--- src/rtl/tx_pkg.sv ---
// Shared constants and types for the ultrasonic transmit path.
// Holds the LFSR polynomial, the per-sequence seed table, FSM states and the carrier LUT.
// No logic of its own; imported by tx_prbs_gen and tx_signal_generator.
package tx_pkg;

  // Carrier samples per chip: one full fs/4 carrier period.
  localparam int SAMPLES_PER_CHIP = 4;

  // x^8 + x^6 + x^5 + x^4 + 1, bit k holds the coefficient of x^k.
  localparam logic [8:0] LFSR_POLY = 9'h171;

  // Map polynomial terms onto feedback taps of a shift-right register whose
  // bit 0 is the output: term x^k taps state bit 8-k.
  function automatic logic [7:0] poly_to_taps(input logic [8:0] poly);
    logic [7:0] taps;
    taps = '0;
    for (int k = 1; k <= 8; k++) begin
      taps[8-k] = poly[k];
    end
    return taps;
  endfunction

  localparam logic [7:0] LFSR_TAPS = poly_to_taps(LFSR_POLY);

  // Seeds shared with the RX correlator reference generator; all non-zero.
  localparam logic [7:0] SEQ_SEED [16] = '{
    8'h01, 8'h1D, 8'h2B, 8'h37, 8'h4F, 8'h5A, 8'h63, 8'h7E,
    8'h85, 8'h99, 8'hA6, 8'hB3, 8'hC4, 8'hD8, 8'hE1, 8'hF7
  };

  typedef enum logic [1:0] {
    ST_IDLE  = 2'd0,
    ST_SEND  = 2'd1,
    ST_GUARD = 2'd2
  } tx_state_e;

  // fs/4 carrier: {0, +amp, 0, -amp} indexed by phase.
  function automatic logic signed [15:0] carrier_lut(input logic [1:0] phase,
                                                     input logic signed [15:0] amp);
    logic signed [15:0] val;
    case (phase)
      2'd1:    val = amp;
      2'd3:    val = -amp;
      default: val = '0;
    endcase
    return val;
  endfunction

endpackage

--- src/rtl/tx_prbs_gen.sv ---
// 8-bit Fibonacci LFSR producing one chip per step.
// Latency: load/step take effect on the next clock; chip is the registered bit 0.
// No backpressure: advances only when step is asserted.
//   clk, rst   : clock, synchronous active-high reset (state returns to 8'h01)
//   load, seed : load a new seed (a zero seed is replaced by 8'h01)
//   step       : shift once
//   chip       : current output bit
module tx_prbs_gen
  import tx_pkg::*;
(
  input  logic       clk,
  input  logic       rst,
  input  logic       load,
  input  logic [7:0] seed,
  input  logic       step,
  output logic       chip
);

  logic [7:0] lfsr_q;
  logic [7:0] lfsr_d;
  logic       fb;

  always_comb begin
    fb     = ^(lfsr_q & LFSR_TAPS);
    lfsr_d = lfsr_q;
    if (load) begin
      lfsr_d = (seed == 8'h00) ? 8'h01 : seed;
    end else if (step) begin
      lfsr_d = {fb, lfsr_q[7:1]};
    end
    // The all-zero state is a lock-up state; never allow it to be entered.
    if (lfsr_d == 8'h00) begin
      lfsr_d = 8'h01;
    end
  end

  always_ff @(posedge clk) begin
    if (rst) begin
      lfsr_q <= 8'h01;
    end else begin
      lfsr_q <= lfsr_d;
    end
  end

  assign chip = lfsr_q[0];

endmodule

--- src/rtl/tx_signal_generator.sv ---
// BPSK-on-fs/4 PRBS transmit sample generator feeding the DAC.
// Latency: first sample strobe 1 clock after an accepted start, then one every SAMPLE_DIV clocks.
// No backpressure: the DAC consumes every strobe; starts while busy are dropped and flagged.
//   ctx_clk, rtx_rst              : clock, synchronous active-high reset
//   etx_en, istart_trig, iseq_sel : enable (low aborts), start pulse, sequence index
//   icurrent_time                 : time base latched as otx_time on start
//   osample/osample_valid         : signed DAC sample and its strobe
//   obusy, odone, ostart_err      : status; otx_time, oseq_sent : latched per start
module tx_signal_generator
  import tx_pkg::*;
#(
  parameter int                 SAMPLE_DIV    = 128,
  parameter int                 SEQ_LEN       = 255,
  parameter int                 GUARD_SAMPLES = 64,
  parameter logic signed [15:0] AMP           = 16'sd16384
) (
  input  logic               ctx_clk,
  input  logic               rtx_rst,
  input  logic               etx_en,
  input  logic               istart_trig,
  input  logic [3:0]         iseq_sel,
  input  logic [15:0]        icurrent_time,
  output logic signed [15:0] osample,
  output logic               osample_valid,
  output logic               obusy,
  output logic               odone,
  output logic               ostart_err,
  output logic [15:0]        otx_time,
  output logic [3:0]         oseq_sent
);

  localparam int DIV_W = (SAMPLE_DIV > 1) ? $clog2(SAMPLE_DIV) : 1;
  localparam int GRD_W = (GUARD_SAMPLES > 1) ? $clog2(GUARD_SAMPLES) : 1;

  localparam logic [DIV_W-1:0] DIV_LAST  = DIV_W'(SAMPLE_DIV - 1);
  localparam logic [GRD_W-1:0] GRD_LAST  = GRD_W'(GUARD_SAMPLES - 1);
  localparam logic [7:0]       CHIP_LAST = 8'(SEQ_LEN - 1);
  localparam logic [1:0]       SAMP_LAST = 2'(SAMPLES_PER_CHIP - 1);

  tx_state_e          state_q, state_d;
  logic [DIV_W-1:0]   div_cnt_q, div_cnt_d;
  logic [1:0]         samp_cnt_q, samp_cnt_d;
  logic [7:0]         chip_cnt_q, chip_cnt_d;
  logic [GRD_W-1:0]   guard_cnt_q, guard_cnt_d;
  logic               valid_q, valid_d;
  logic               done_q, done_d;
  logic               err_q, err_d;
  logic [15:0]        tx_time_q, tx_time_d;
  logic [3:0]         seq_sent_q, seq_sent_d;

  logic               strobe_due;
  logic               lfsr_load;
  logic               lfsr_step;
  logic               chip;
  logic signed [15:0] carrier;

  tx_prbs_gen u_prbs (
    .clk  (ctx_clk),
    .rst  (rtx_rst),
    .load (lfsr_load),
    .seed (SEQ_SEED[iseq_sel]),
    .step (lfsr_step),
    .chip (chip)
  );

  always_comb begin
    state_d     = state_q;
    div_cnt_d   = div_cnt_q;
    samp_cnt_d  = samp_cnt_q;
    chip_cnt_d  = chip_cnt_q;
    guard_cnt_d = guard_cnt_q;
    tx_time_d   = tx_time_q;
    seq_sent_d  = seq_sent_q;
    valid_d     = 1'b0;
    done_d      = 1'b0;
    lfsr_load   = 1'b0;
    lfsr_step   = 1'b0;
    strobe_due  = (div_cnt_q == DIV_LAST);
    // done_q marks the closing cycle of a transmission; a start there is still "busy".
    err_d       = istart_trig && ((state_q != ST_IDLE) || done_q);

    if (!etx_en) begin
      state_d     = ST_IDLE;
      div_cnt_d   = '0;
      samp_cnt_d  = '0;
      chip_cnt_d  = '0;
      guard_cnt_d = '0;
    end else begin
      case (state_q)
        ST_IDLE: begin
          if (istart_trig && !done_q) begin
            state_d     = ST_SEND;
            tx_time_d   = icurrent_time;
            seq_sent_d  = iseq_sel;
            lfsr_load   = 1'b1;
            div_cnt_d   = '0;
            samp_cnt_d  = '0;
            chip_cnt_d  = '0;
            guard_cnt_d = '0;
            valid_d     = 1'b1;    // sample 0 goes out with the state change
          end
        end

        ST_SEND: begin
          div_cnt_d = strobe_due ? '0 : div_cnt_q + DIV_W'(1);
          if (strobe_due) begin
            valid_d = 1'b1;
            if (samp_cnt_q == SAMP_LAST) begin
              samp_cnt_d = '0;
              if (chip_cnt_q == CHIP_LAST) begin
                // This strobe is the first guard sample.
                state_d     = ST_GUARD;
                guard_cnt_d = '0;
              end else begin
                chip_cnt_d = chip_cnt_q + 8'd1;
                lfsr_step  = 1'b1;
              end
            end else begin
              samp_cnt_d = samp_cnt_q + 2'd1;
            end
          end
        end

        ST_GUARD: begin
          if (valid_q && (guard_cnt_q == GRD_LAST)) begin
            // The clock after the last guard strobe closes the transmission.
            state_d   = ST_IDLE;
            done_d    = 1'b1;
            div_cnt_d = '0;
          end else begin
            div_cnt_d = strobe_due ? '0 : div_cnt_q + DIV_W'(1);
            if (strobe_due) begin
              valid_d     = 1'b1;
              guard_cnt_d = guard_cnt_q + GRD_W'(1);
            end
          end
        end

        default: state_d = ST_IDLE;
      endcase
    end
  end

  always_ff @(posedge ctx_clk) begin
    if (rtx_rst) begin
      state_q     <= ST_IDLE;
      div_cnt_q   <= '0;
      samp_cnt_q  <= '0;
      chip_cnt_q  <= '0;
      guard_cnt_q <= '0;
      valid_q     <= 1'b0;
      done_q      <= 1'b0;
      err_q       <= 1'b0;
      tx_time_q   <= '0;
      seq_sent_q  <= '0;
    end else begin
      state_q     <= state_d;
      div_cnt_q   <= div_cnt_d;
      samp_cnt_q  <= samp_cnt_d;
      chip_cnt_q  <= chip_cnt_d;
      guard_cnt_q <= guard_cnt_d;
      valid_q     <= valid_d;
      done_q      <= done_d;
      err_q       <= err_d;
      tx_time_q   <= tx_time_d;
      seq_sent_q  <= seq_sent_d;
    end
  end

  // osample is a function of held state only, so it is stable between strobes
  // and zero outside SEND (AMP <= 32767 keeps the negation in range).
  assign carrier       = carrier_lut(samp_cnt_q, AMP);
  assign osample       = (state_q == ST_SEND) ? (chip ? carrier : -carrier) : '0;
  assign osample_valid = valid_q;
  assign obusy         = (state_q != ST_IDLE);
  assign odone         = done_q;
  assign ostart_err    = err_q;
  assign otx_time      = tx_time_q;
  assign oseq_sent     = seq_sent_q;

endmodule

--- config.mk ---
export PLATFORM = sky130hd
export DESIGN_NAME = tx_signal_generator
export DESIGN_NICKNAME = d
export VERILOG_FILES = /design/src/rtl/tx_pkg.sv /design/src/rtl/tx_prbs_gen.sv /design/src/rtl/tx_signal_generator.sv
export SDC_FILE = /design/constraint.sdc
export NUM_CORES = 1
export LEC_CHECK = 0
export BUFFER_PORTS_ARGS = -buffer_cell sky130_fd_sc_hd__buf_2
export CORE_MARGIN = 4
export CORE_UTILIZATION = 45
export DETAILED_ROUTE_END_ITERATION = 10
export PLACE_DENSITY = 0.68
export SYNTH_ARGS = -nofsm -noshare
export SYNTH_HDL_FRONTEND = slang
export SYNTH_SLANG_ARGS = --single-unit
export TNS_END_PERCENT = 100
--- constraint.sdc ---
create_clock -name ctx_clk -period 6.84 [get_ports ctx_clk]
set_clock_uncertainty 0.2 [all_clocks]
set_input_delay 1.71 -clock ctx_clk [delete_from_list [all_inputs] [get_ports ctx_clk]]
set_output_delay 1.71 -clock ctx_clk [all_outputs]
set_load 0.02 [all_outputs]
==> impl_metrics.yaml, run 1 <==
cells_and_area:
  post_route_cells_drive_above_1_share_pct: 17.1
  area_growth_syn_to_layout_pct: 10.5
  num_antenna_cells: 0
  fin_nets: 437
  layout.cell_area.non_filler_sq_um: 3220
routing:
  wl_per_cell_um: 12.4
  number_of_design_rule_violations_left_by_the_first_detailed_router_iteration: 125
  ant_nets: 0
  via_per_inst: 5.22
  drc: 0
  drt-pass1-iter-count: 4
  dr_total_vias: 2478
  wirelength_um: 5900
timing:
  clock.fmax_ghz: 0.288
  period_minus_slack_ns: 3.47
  worst_slack_ns: 3.37
  tns_setup_ns: 0
  slew-limit-headroom_pct: 30.2
  max_slew.worst_pin.slew_ns: 1.04
  grt_setup_unrepaired: "false"
  period_share_pct: 50.7
  setup_violations: 0
  report.final.hold_viol_count: 0
  slew_violations: 0
synthesis:
  synth_cell_type_count: 58
  synth_largest_area_cell: "dfxtp_1"
  synthesis.area_sq_um: 2920
  synth_top_area_share_pct: 38.4
  post-synth-top-count-cell: "dfxtp_1"
  synth-seq-cells: 56
  yosysSeqAreaShare_pct: 38.4
  synth-edff-count: 0
  synth_area_per_cell_sq_um: 8.19
  synth_top_cells_by_count: "dfxtp_1 (56), nand2_1 (53), a21oi_1 (39)"
  post_synth_inst_count: 356
  yosys_warnings: 0
  synthFlopType: "dfxtp_1"
  postSynth.asyncResetShare_pct: 0
  synth.area.top_cells: "dfxtp_1 (38%), ha_1 (6.9%), nand2_1 (6.8%), a21oi_1 (6.7%), nor2_1 (4.1%)"
floorplan:
  num_rows: 29
  die-area_sq_um: 7830
  initial_utilization_pct: 46.2
  die-height_um: 88.5
  core-area_sq_um: 6310
  i_o_pin_count: 64
  die_w_um: 88.5
worst_hold_path:
  worst_hold_path_type: "flop to flop"
clocking:
  clock_tree.buffer_depth: 2
  tritoncts: "yes"
  cts-buffers-inserted: 5
  ctsHtreeMaxLevel: 2
  clock_tree.root_cell: "clkbuf_8"
  cts.sink_count: 56
  cts_post_setup_buffers_inserted: 0
  clock_insertion_delay_worst_skew_ns: 0.30
  cts.reportedPaths.clkPinSlew_ns: 0.11
  cts_repair_resize_count: 0
  cts-hold-fix-buffers: 0
setup_path:
  r2r_slack_ns: 3.94
  worstSetupEndpoint: "osample[15]"
  cp_slowest_cell: "ha_1"
  cp.buffers_inverters: 2
  worstSetupStartpoint: "state_q[1]"
  required_ns: 4.93
  kind_of_start_point_of_the_critical_path: "flop"
  worst_r2r_path_depth: 8
  max_stage_delay_ns: 0.40
  timing.critical_path.fanout_max: 12
  timing.critical_path.cells: "inv_1 -> ha_1 -> nor2b_1 -> buf_2"
  worstSetupPathType: "flop to output port"
  rr_startpoint: "state_q[1]"
  worstReg2RegEnd: "u_prbs.lfsr_q[0]"
  worstPathArrival_ns: 1.56
  critical-path-top-delay-family: "adder cells"
  crit_path_end_kind: "output port"
  cp_depth: 4
placed_design:
  preCtsSetupSlack_ns: 3.11
  dp_hpwl_um: 4210
  gp_routability_congestion: 0.814
  dpl_cell_area_sq_um: 3130
  port-buffer-count: 49
power_and_ir_drop:
  cell_leakage_power_nw: 1.35
  power.density_nw_per_um2: 200
  irDropWorstVdd_mv: 0.129
global_route:
  grt_pass1_wl_um: 9910
  global_route.overflow_total: 0
  grt_max_degree: 32
  antenna_found_initial: 0
  global_route.usage.total_pct: 15.5
  number_of_global_route_vias_before_repair: 2229
job:
  number_of_maximum_capacitance_constraint_violations: 0
outcome:
  status: "finished clean"
[metrics by stage]
stage          hold slack (ns)  instances  total power [mW]  utilization, %
6_report                 0.258        475             0.646            51.1
5_1_grt                  0.273        475             0.685            51.1
4_1_cts                  0.259        475             0.655            51.1
3_5_place_dp             0.243        467             0.468            49.6
3_3_place_gp             0.238        467             0.466            49.6
2_1_floorplan            0.242        369             0.446               -
[worst min-delay path: cells and delay by family, from the launching register on]
family          cells  cell delay, ns
flops               1            0.32
simple gates        1            0.05
compound gates      1            0.05
[worst min path at each step]
stage	from	endpoint	cells past startpoint
floorplan	guard_cnt_q[1]	guard_cnt_q[1]	2
global placement	otx_time[15]	otx_time[15]	2
detailed placement	otx_time[2]	otx_time[2]	2
CTS	otx_time[2]	otx_time[2]	2
global route	oseq_sent[2]	oseq_sent[2]	2
finish	oseq_sent[1]	oseq_sent[1]	2
[logic make-up after synthesis]
family	Yosys count	synth area share (%)
and+or+nand+nor	137	22.3
AOI/OAI and AO/OA	82	17.9
DFF	56	38.4
buffers and inverters	44	8.15
adders and majority gates	16	6.86
xor gates and xnor gates	15	4.50
muxes	5	1.72
other	1	0.129
[power breakdown]
group | total (mW) | internal (mW) | switching (mW)
Clock | 0.185 | 0.0749 | 0.110
Combinational | 0.115 | 0.0396 | 0.0756
Sequential | 0.345 | 0.338 | 0.00718
Total | 0.646 | 0.453 | 0.193
[placed cells by master (no fill, tap or decap), types with 2 or more instances in the layout]
cell type  Yosys  final
nor2b_1        8      8
nand2b_1       2      2
inv_1         15     15
inv_6          0      2
clkbuf_8       0      5
a41o_1         2      2
ha_1          16     16
a211oi_1       6      6
nand2_1       53     53
dfxtp_1       56     56
o211ai_1       2      2
mux2i_1        5      5
a31o_2         2      2
conb_1         1     14
o21ai_0       11     11
nor3_1         7      7
buf_2          4     49
xnor2_1        9      9
and3_1         5      5
nor4_1         2      2
a31oi_1        2      2
nand4_2        2      2
a21oi_1       39     39
nand3_1       12     12
or4_1          3      3
nor2_1        32     32
xor2_1         6      6
nand4_1        2      2
[layout make-up]
cell class	instances	area, sq um
Clock buffer	5	68.8
Clock inverter	3	25.0
Fill cell	620	3090
Inverter	16	60.1
Multi-Input combinational cell	269	1610
Sequential cell	56	1120
Tap cell	77	96.3
Timing Repair Buffer	49	245
[routing by layer]
layer | global-route usage (%) | vias up | part of all wire (%)
met1 | 20.5 | 1140 | 47
met2 | 25.6 | 57 | 47
met4 | 4.95 | 0 | 0.68
met5 | 0 | - | 0
met3 | 3.07 | 2 | 5.2
li1 | - | 1279 | -
[sequential cells by signal, summed over array words and instances (netlist names)]
| signal | cells |
|---|---|
| oseq_sent | 4 |
| u_prbs.lfsr_q | 8 |
| div_cnt_q | 7 |
| guard_cnt_q | 6 |
| state_q | 2 |
| otx_time | 16 |
| samp_cnt_q | 2 |
| odone | 1 |
| chip_cnt_q | 8 |
| ostart_err | 1 |
| osample_valid | 1 |
Note: power is estimated with default switching activity, not from simulation.
==> run 2: changes to the inputs <==
==> constraint.sdc (replaced) <==
create_clock -name ctx_clk -period 3.2 [get_ports ctx_clk]
set_clock_uncertainty 0.2 [all_clocks]
set_input_delay 0.8 -clock ctx_clk [delete_from_list [all_inputs] [get_ports ctx_clk]]
set_output_delay 0.8 -clock ctx_clk [all_outputs]
set_load 0.02 [all_outputs]
==> run 2 against run 1 <==
Compared with the run above: global-route usage fell by 0.79 points; clock-buffer cell count did not move; sequential power increased by 110%; worst setup slack got worse by 2.7 ns; highest routed layer unchanged.
==> impl_metrics.yaml, run 2 (synthesis results as in run 1) <==
clocking:
  clock_tree.buffer_depth: 2
  cts-buffers-inserted: 5
  cts-hold-fix-buffers: 0
  cts_post_setup_buffers_inserted: 0
  clock_tree.root_cell: "clkbuf_8"
  tritoncts: "yes"
  cts_repair_resize_count: 0
  ctsHtreeMaxLevel: 2
  cts.reportedPaths.clkPinSlew_ns: 0.11
  clock_insertion_delay_worst_skew_ns: 0.31
  cts.sink_count: 56
floorplan:
  die-area_sq_um: 7830
  die_w_um: 88.5
  i_o_pin_count: 64
  core-area_sq_um: 6310
  initial_utilization_pct: 46.2
  num_rows: 29
  die-height_um: 88.5
power_and_ir_drop:
  power.density_nw_per_um2: 427
  irDropWorstVdd_mv: 0.259
  cell_leakage_power_nw: 1.37
worst_hold_path:
  cell_depth_of_the_worst_min_delay_path: 2
  worst_hold_path_type: "flop to flop"
  hold_path.startpoint: "otx_time[15]"
placed_design:
  preCtsSetupSlack_ns: 0.628
  dp_hpwl_um: 4220
  gp_routability_congestion: 0.856
  port-buffer-count: 49
  place.detailed.instances: 471
global_route:
  global_route.overflow_total: 0
  grt_max_degree: 30
  number_of_global_route_vias_before_repair: 2178
  antenna_found_initial: 0
  grt_pass1_wl_um: 9420
  global_route.usage.total_pct: 14.7
setup_path:
  worstSetupPathType: "flop to flop"
  rr_startpoint: "state_q[1]"
  crit_path_end_kind: "flop"
  max_stage_delay_ns: 0.58
  worstPathArrival_ns: 2.53
  worstSetupStartpoint: "state_q[1]"
  cp_slowest_cell: "and3_1"
  kind_of_start_point_of_the_critical_path: "flop"
  critical-path-top-delay-family: "simple AND/OR/NAND/NOR gates"
  timing.critical_path.cells: "inv_1 -> ha_1 -> nor2b_1 -> and3_1 -> a22o_1 -> nand2_1 -> o41ai_1"
  required_ns: 3.21
  cp_depth: 7
  worst_r2r_path_depth: 7
  cp.buffers_inverters: 1
  timing.critical_path.fanout_max: 16
cells_and_area:
  multi_input_comb_area_sq_um: 1610
  area_growth_syn_to_layout_pct: 11.5
  area.sequential_sq_um: 1120
  most-common-layout-cells: "dfxtp_1 (56), nand2_1 (53), buf_2 (49)"
  num-fill-cells: 611
  post_route_cells_drive_above_1_share_pct: 17.9
  finished_layout_cells: 479
  max_ffs_per_register: 16
  layout.cells.most_common: "dfxtp_1"
  fin_nets: 441
  num_antenna_cells: 0
timing:
  report.final.hold_viol_count: 0
  setup_violations: 0
  finalHoldWorstSlack_ns: 0.257
  max_slew.worst_pin.slew_ns: 0.592
  tns_setup_ns: 0
  slew-limit-headroom_pct: 60.6
  slew_violations: 0
  worst_slack_ns: 0.678
  period_minus_slack_ns: 2.52
  clock.fmax_ghz: 0.397
  grt_setup_unrepaired: "false"
  period_share_pct: 78.8
routing:
  ant_nets: 0
  drc: 0
  dr_total_vias: 2456
  via_per_inst: 5.13
  wl_per_cell_um: 12.0
  wirelength_um: 5750
  number_of_design_rule_violations_left_by_the_first_detailed_router_iteration: 117
  drt-pass1-iter-count: 4
outcome:
  status: "finished clean"
job:
  number_of_maximum_capacitance_constraint_violations: 0
run 2: worst paths after layout:
kind	end	slack, ns
setup / recovery	u_prbs.lfsr_q[0]	0.68
hold / removal	otx_time[15]	0.26
setup reg to reg	u_prbs.lfsr_q[0]	0.68
hold reg to reg	otx_time[15]	0.26
run 2: metal layers:
layer	track usage (%)	up-vias	share of wire (%)	wire length [um]
met3	2.98	7	5.1	296
met2	24.9	54	47	2690
met5	0	-	0	0
met4	4.67	0	1.4	83
li1	-	1286	-	-
met1	18.9	1109	47	2680
run 2: worst reg2reg max path: cells and delay by family, from the launching register on:
kind                     cells  cell delay (ns)
buffers and inverters        1             0.10
AND/OR/NAND/NOR              3             0.92
adder cells (fa/ha/maj)      1             0.28
flip-flops                   1             0.34
AO/OA/AOI/OAI                2             0.58
run 2: cell type report:
cell class              instances  share of cell area (%)
repair buffers                 53                    8.46
clock buffers                   5                    2.12
flip-flops and latches         56                    34.5
inverters                      16                    1.85
multi-input cells             269                    49.4
well taps                      77                    2.96
clock inverters                 3                   0.769
run 2: metrics by stage:
stage | util [%] | area [sq um] | power (mW)
2_1_floorplan | - | 2970 | 0.954
3_3_place_gp | 50.0 | 3160 | 1.00
4_1_cts | 51.5 | 3250 | 1.41
5_1_grt | 51.5 | 3250 | 1.46
3_5_place_dp | 50.0 | 3160 | 1.01
6_report | 51.5 | 3250 | 1.39
run 2: report_power, final:
part / switching [mW] / total (mW) / internal, mW
clock: 0.239 / 0.399 / 0.160
sequential: 0.0153 / 0.738 / 0.723
combinational: 0.162 / 0.251 / 0.0892
total: 0.417 / 1.39 / 0.972
